## config.mk

```make
export PLATFORM = sky130hd
export DESIGN_NAME = interleaver_ram_ctrl
export DESIGN_NICKNAME = d
export VERILOG_FILES = /design/src/rtl/interleaver_ram_ctrl.sv
export SDC_FILE = /design/constraint.sdc
export NUM_CORES = 1
export LEC_CHECK = 0
export CAP_MARGIN = 20
export CORE_MARGIN = 4
export CORE_UTILIZATION = 40
export CTS_CLUSTER_SIZE = 14
export DETAILED_ROUTE_END_ITERATION = 6
export PLACE_DENSITY = 0.63
export REMOVE_ABC_BUFFERS = 1
export SYNTH_ARGS = -nofsm -noshare
export SYNTH_HDL_FRONTEND = slang
export SYNTH_SLANG_ARGS = --single-unit
export TNS_END_PERCENT = 50
```

## constraint.sdc

```tcl
create_clock -name i_clk -period 11.24 [get_ports i_clk]
set_input_delay 2.81 -clock i_clk [delete_from_list [all_inputs] [get_ports i_clk]]
set_output_delay 2.81 -clock i_clk [all_outputs]
set_load 0.005 [all_outputs]
```

## src/rtl/interleaver_ram_ctrl.sv

```systemverilog
// -----------------------------------------------------------------------------
// interleaver_ram_ctrl
// Convolutional (Forney) interleaver controller driving an external
// single-port synchronous delay RAM. Each accepted byte is routed to one of
// B branches in rotation. Branch 0 is passed straight through. Branch k > 0
// is delayed by M*k branch-k transfers. The delay comes from a per-branch
// circular region of the RAM that starts at base(k) = M*k*(k-1)/2. Each of
// these bytes takes two RAM cycles: it reads the oldest entry and then
// overwrites that entry with the new byte.
// A side tracker counts 204-byte packets in groups of 8. It flags a wrong
// sync byte: 0xB8 is expected at the start of packet 0, and 0x47 at the
// start of every other packet.
//
// Ports
//   i_clk, i_reset : clock and synchronous active-high reset
//   i_enable       : gates upstream acceptance only; a byte in flight completes
//   i_di_rdy/o_di_acpt/i_di     : upstream handshake and byte
//   o_do_rdy/i_do_acpt/o_do_data: downstream handshake and interleaved byte
//   o_ram_addr/o_ram_we/o_ram_wdata/i_ram_rdata : delay-RAM port (registered)
//   o_sync_err     : one-cycle pulse after a bad sync byte
// -----------------------------------------------------------------------------
module interleaver_ram_ctrl #(
  parameter int WIDTH  = 8,
  parameter int M      = 17,
  parameter int B      = 12,
  parameter int ADDR_W = 11
) (
  input  logic              i_clk,
  input  logic              i_reset,
  input  logic              i_enable,
  input  logic              i_di_rdy,
  output logic              o_di_acpt,
  input  logic [WIDTH-1:0]  i_di,
  output logic              o_do_rdy,
  input  logic              i_do_acpt,
  output logic [WIDTH-1:0]  o_do_data,
  output logic [ADDR_W-1:0] o_ram_addr,
  output logic              o_ram_we,
  output logic [WIDTH-1:0]  o_ram_wdata,
  input  logic [WIDTH-1:0]  i_ram_rdata,
  output logic              o_sync_err
);

  localparam int BR_W  = (B > 1) ? $clog2(B) : 1;
  // Largest pointer value is M*(B-1)-1, so clog2 of M*(B-1) is enough bits.
  localparam int PTR_W = (M * (B - 1) > 1) ? $clog2(M * (B - 1)) : 1;

  localparam logic [WIDTH-1:0] SYNC_P0 = WIDTH'(8'hB8);
  localparam logic [WIDTH-1:0] SYNC_PN = WIDTH'(8'h47);
  localparam logic [7:0]       BC_LAST = 8'd203;

  typedef enum logic [1:0] {
    ST_IDLE = 2'd0,
    ST_RD   = 2'd1,
    ST_WR   = 2'd2,
    ST_OUT  = 2'd3
  } state_t;

  state_t            r_state;
  logic [BR_W-1:0]   r_br;
  logic [BR_W-1:0]   r_cur_br;
  logic [WIDTH-1:0]  r_hold;
  logic [PTR_W-1:0]  r_ptr [B];
  logic              r_do_rdy;
  logic [WIDTH-1:0]  r_do_data;
  logic [ADDR_W-1:0] r_ram_addr;
  logic              r_ram_we;
  logic [WIDTH-1:0]  r_ram_wdata;
  logic [7:0]        r_bc;
  logic [2:0]        r_pc;
  logic              r_sync_err;

  logic              w_xfer;
  logic [WIDTH-1:0]  w_sync_exp;
  logic              w_sync_bad;

  // Start address of branch k's circular region: M*k*(k-1)/2.
  function automatic logic [ADDR_W-1:0] branch_base(input logic [BR_W-1:0] k);
    int kk;
    kk = int'(k);
    return ADDR_W'((M * kk * (kk - 1)) / 2);
  endfunction

  // Last valid pointer value of branch k (region length M*k).
  function automatic logic [PTR_W-1:0] ptr_last(input logic [BR_W-1:0] k);
    int kk;
    kk = int'(k);
    return PTR_W'(M * kk - 1);
  endfunction

  // Acceptance is forced low during reset so nothing transfers on a reset edge.
  assign o_di_acpt = (r_state == ST_IDLE) && i_enable && !i_reset;
  assign w_xfer    = i_di_rdy && o_di_acpt;

  // Expected sync byte for the current packet and the mismatch decision.
  always_comb begin
    w_sync_exp = SYNC_PN;
    w_sync_bad = 1'b0;
    if (r_pc == 3'd0) begin
      w_sync_exp = SYNC_P0;
    end else begin
      w_sync_exp = SYNC_PN;
    end
    if (w_xfer && (r_bc == 8'd0) && (i_di != w_sync_exp)) begin
      w_sync_bad = 1'b1;
    end else begin
      w_sync_bad = 1'b0;
    end
  end

  // Interleaver FSM: branch selection, RAM read/write sequencing, output hold.
  always_ff @(posedge i_clk) begin
    if (i_reset) begin
      r_state     <= ST_IDLE;
      r_br        <= '0;
      r_cur_br    <= '0;
      r_hold      <= '0;
      r_do_rdy    <= 1'b0;
      r_do_data   <= '0;
      r_ram_addr  <= '0;
      r_ram_we    <= 1'b0;
      r_ram_wdata <= '0;
      for (int i = 0; i < B; i++) begin
        r_ptr[i] <= '0;
      end
    end else begin
      case (r_state)
        ST_IDLE: begin
          if (w_xfer) begin
            r_br <= (r_br == BR_W'(B - 1)) ? '0 : r_br + 1'b1;
            if (r_br == '0) begin
              // Branch 0 has zero delay and never touches the RAM.
              r_do_data <= i_di;
              r_do_rdy  <= 1'b1;
              r_state   <= ST_OUT;
            end else begin
              r_hold     <= i_di;
              r_cur_br   <= r_br;
              r_ram_addr <= branch_base(r_br) + ADDR_W'(r_ptr[r_br]);
              r_ram_we   <= 1'b0;
              r_state    <= ST_RD;
            end
          end
        end
        ST_RD: begin
          // Same address: the read was sampled at this edge, so overwrite it now.
          r_ram_we    <= 1'b1;
          r_ram_wdata <= r_hold;
          r_state     <= ST_WR;
        end
        ST_WR: begin
          // i_ram_rdata still carries the pre-write contents read in RD.
          r_do_data <= i_ram_rdata;
          r_do_rdy  <= 1'b1;
          r_ram_we  <= 1'b0;
          r_ptr[r_cur_br] <= (r_ptr[r_cur_br] == ptr_last(r_cur_br)) ?
                             '0 : r_ptr[r_cur_br] + 1'b1;
          r_state   <= ST_OUT;
        end
        ST_OUT: begin
          if (i_do_acpt) begin
            r_do_rdy <= 1'b0;
            r_state  <= ST_IDLE;
          end
        end
        default: begin
          r_do_rdy <= 1'b0;
          r_ram_we <= 1'b0;
          r_state  <= ST_IDLE;
        end
      endcase
    end
  end

  // Packet/byte position tracking and sync error pulse; never resynchronises.
  always_ff @(posedge i_clk) begin
    if (i_reset) begin
      r_bc       <= 8'd0;
      r_pc       <= 3'd0;
      r_sync_err <= 1'b0;
    end else begin
      r_sync_err <= w_sync_bad;
      if (w_xfer) begin
        if (r_bc == BC_LAST) begin
          r_bc <= 8'd0;
          r_pc <= r_pc + 3'd1;
        end else begin
          r_bc <= r_bc + 8'd1;
        end
      end
    end
  end

  assign o_do_rdy    = r_do_rdy;
  assign o_do_data   = r_do_data;
  assign o_ram_addr  = r_ram_addr;
  assign o_ram_we    = r_ram_we;
  assign o_ram_wdata = r_ram_wdata;
  assign o_sync_err  = r_sync_err;

endmodule

```

==> flow_metrics.py <==
metrics = {
    "floorplanning": {
        "die_h_um": 174,
        "core_um2": 27000,
        "dieArea_um2": 30300,
        "rows": 60,
        "die_w_um": 174,
        "ios": 52,
        "start_util_pct": 40.8,
    },
    "synthesis": {
        "ys_seq_area_share_pct": 47.1,
        "ys.flop_type": "edfxtp_1",
        "synth.distinct_cells": 58,
        "yosysTopAreaCell": "edfxtp_1",
        "ys_warn_count": 0,
        "synth_top_area_share_pct": 34.9,
        "synth_edf_count": 128,
        "syn_area_um2": 11000,
        "synth.most_common_cell": "nor2_1",
        "async_flop_share_pct": 0,
        "synth.top_cells.by_count": "nor2_1 (144), edfxtp_1 (128), dfxtp_1 (67), mux4_2 (65), nand2_1 (59)",
        "syn_avg_cell_area_um2": 12.1,
        "synth-seq-cells": 195,
        "synthCells": 912,
        "yosys-top-cells-area": "edfxtp_1 (35%), mux4_2 (13%), dfxtp_1 (12%), ha_1 (6.5%), nor2_1 (4.9%)",
    },
    "critical_path": {
        "cp-end-kind": "output pin",
        "path_delay_family": "buffers and inverters",
        "r2r_start": "r_br[0]$_SDFFE_PP0P_",
        "crit_fanout": 67,
        "start_kind": "input pin",
        "cp.required_ns": 8.43,
        "reg2regPathDepth": 20,
        "path_class": "input pin to output pin",
        "critical_path_buf_inv_count": 3,
        "rr_endpoint": "o_ram_addr[10]$_SDFFE_PP0P_",
        "regToRegSetupSlack_ns": 5.58,
        "crit_chain": "buf_2 -> buf_4 -> and3b_1 -> clkdlybuf4s50_1",
        "critPathMaxStageDelay_ns": 0.53,
        "worstPathArrival_ns": 4.16,
        "critical_path.slowest_cell": "buf_4",
    },
    "grt": {
        "overflow": 0,
        "grt_pass1_vias": 7316,
        "grt_first_pass_wirelength_um": 40700,
        "grt_max_degree": 68,
        "gr-usage-all-layers_pct": 17.2,
        "antenna_found_initial": 0,
    },
    "worst_hold_path": {
        "holdPathEnd": "o_ram_addr[8]$_SDFFE_PP0P_",
        "hold_start": "o_ram_addr[8]$_SDFFE_PP0P_",
        "worstHoldPathType": "flip-flop to flip-flop",
        "hold_depth": 2,
    },
    "cts": {
        "numCtsBuffers": 17,
        "cts_sinks": 195,
        "cts_tree": "built",
        "root_buffer": "clkbuf_16",
        "cts_max_level": 4,
        "cts_resized": 0,
        "clk_pin_slew_worst_paths_ns": 0.09,
        "hold_buffers": 0,
        "cts_setup_buffers": 0,
        "clk_path_buf_depth": 2,
        "clk_latency_ns": 0.45,
    },
    "sta": {
        "finalMaxSlewViolations": 0,
        "finalHoldViolations": 0,
        "setup_ws_ns": 4.27,
        "setup_violations": 0,
        "skew_ns": 0.0241,
        "setup-tns-final_ns": 0,
        "min_period_ns": 6.97,
        "fmax_mhz": 143,
        "post-route-period-util_pct": 62.0,
        "hold-worst-slack_ns": 0.451,
        "rsz0062_at_grt": "no",
        "maxSlewHeadroom_pct": 36.6,
        "worst_pin_slew_ns": 0.949,
    },
    "detailed_routing": {
        "ant_nets": 0,
        "via_per_inst": 5.65,
        "dr.first_iter.drc_count": 799,
        "vias": 7324,
        "drc": 0,
        "wl_per_cell_um": 19.8,
        "drt_first_pass_iters": 7,
        "wl_um": 25700,
    },
    "run_status": {
        "status": "complete, no violations",
    },
    "finish": {
        "drive_above_1_share_pct": 14.6,
        "num_antenna_cells": 0,
        "layout.cells.non_filler": 1297,
        "nets": 1038,
        "area_delta_synth_final_pct": 12.7,
    },
    "power_and_ir_drop": {
        "peakVddDrop_v": 0.0000998,
        "power.density_nw_per_um2": 160,
        "leakagePower_nw": 4.55,
    },
    "placed_design": {
        "dpl.hpwl_um": 18200,
        "dp_cells": 1262,
        "place_ws_ns": 4.25,
        "io_buffers": 51,
        "place_congestion": 0.835,
    },
    "flow_run": {
        "cap_viol_max_count": 0,
    },
}
stage by stage:
step / area (µm²) / total power (W) / utilization (%)
after floorplan: 10800 / 0.00120 / -
after global placement: 11700 / 0.00133 / 43.4
after detailed placement: 11700 / 0.00134 / 43.4
after CTS: 12400 / 0.00200 / 45.8
after global routing: 12400 / 0.00208 / 45.9
final: 12400 / 0.00199 / 45.9
power breakdown:
group          leakage, nW  switching, W  internal [W]
logic                 2.42      0.000273      0.000224
clock network        0.312      0.000345      0.000319
registers             1.82     0.0000222      0.000802
layout by cell type (no fill, tap or decap), drive strengths merged, types with 3 or more instances in the layout:
master	netlist	final
a211oi	12	12
a21o	4	4
a21oi	34	34
a22oi	8	8
a311oi	3	3
and3	9	9
buf	20	9
clkbuf	27	17
clkdlybuf4s50	0	50
dfxtp	67	67
edfxtp	128	128
fa	17	17
ha	57	57
inv	63	76
mux2i	18	18
mux4	74	74
nand2	59	59
nand2b	19	19
nand3	23	23
nand4	5	5
nor2	153	153
nor2b	8	8
nor3	10	10
o21ai	12	12
o21bai	3	3
o22ai	6	6
or2	4	4
xnor2	32	32
xor2	11	11
state kept, by name, summed over array words and instances, names as in the netlist, named ones only:
| register | flops |
|---|---|
| o_ram_we | 1 |
| o_do_data | 8 |
| o_sync_err | 1 |
| r_pc | 3 |
| r_br | 4 |
| o_ram_addr | 11 |
| o_ram_wdata | 8 |
| r_bc | 8 |
| r_ptr | 128 |
| r_hold | 8 |
| r_state | 2 |
| o_do_rdy | 1 |
| r_cur_br | 4 |
worst reg2reg max path, stage by stage (launching register included):
cell and delay (ns):
dfxtp_1 0.41, inv_1 0.24, ha_1 0.19, inv_1 0.07, nor3_1 0.48, nand2_1 0.17
fa_1 0.57, fa_1 0.58, fa_1 0.49, fa_1 0.48, nor2b_1 0.11, o21ai_0 0.09
a21boi_0 0.31, nor2_1 0.09, ha_1 0.33, or2_2 0.28, a21oi_1 0.19, a21oi_1 0.09
nand3b_1 0.12, xnor2_1 0.06, a211oi_1 0.21
metal layers:
metal | up-vias | routed length [µm] | track usage (%)
met3 | 56 | 1460 | 2.76
met4 | 0 | 852 | 6.80
li1 | 3366 | - | -
met5 | - | 0 | 0
met1 | 3639 | 10900 | 23.1
met2 | 263 | 12500 | 28.1
logic make-up (layout without fill, tap and decap cells):
family | after synthesis | count (layout) | synth area share (%)
and+or+nand+nor | 303 | 303 | 12.6
xor gates and xnor gates | 43 | 43 | 3.49
AOI/OAI and AO/OA | 95 | 95 | 5.69
DFF | 195 | 195 | 47.1
buffers and inverters | 110 | 154 | 4.54
muxes | 92 | 92 | 17.1
adders and majority gates | 74 | 74 | 9.56
how the worst max path moves through the flow:
stage | startpoint | to | slack [ns] | depth (start not counted)
after floorplan | i_reset | o_di_acpt | 5.39 | 1
after global placement | i_reset | o_di_acpt | 4.26 | 4
after detailed placement | i_reset | o_di_acpt | 4.25 | 4
after CTS | i_reset | o_di_acpt | 4.26 | 4
after global routing | i_reset | o_di_acpt | 4.18 | 4
final | i_reset | o_di_acpt | 4.27 | 4
final cells by class:
| class | count | area [µm²] |
|---|---|---|
| clock buffer | 17 | 425 |
| clock inverter | 15 | 219 |
| fill | 2436 | 14600 |
| inverter | 63 | 236 |
| multi-input combinational | 607 | 5330 |
| sequential | 195 | 5190 |
| tap | 341 | 427 |
| timing repair buffer | 59 | 589 |
Power figures use the tool's default switching activity.
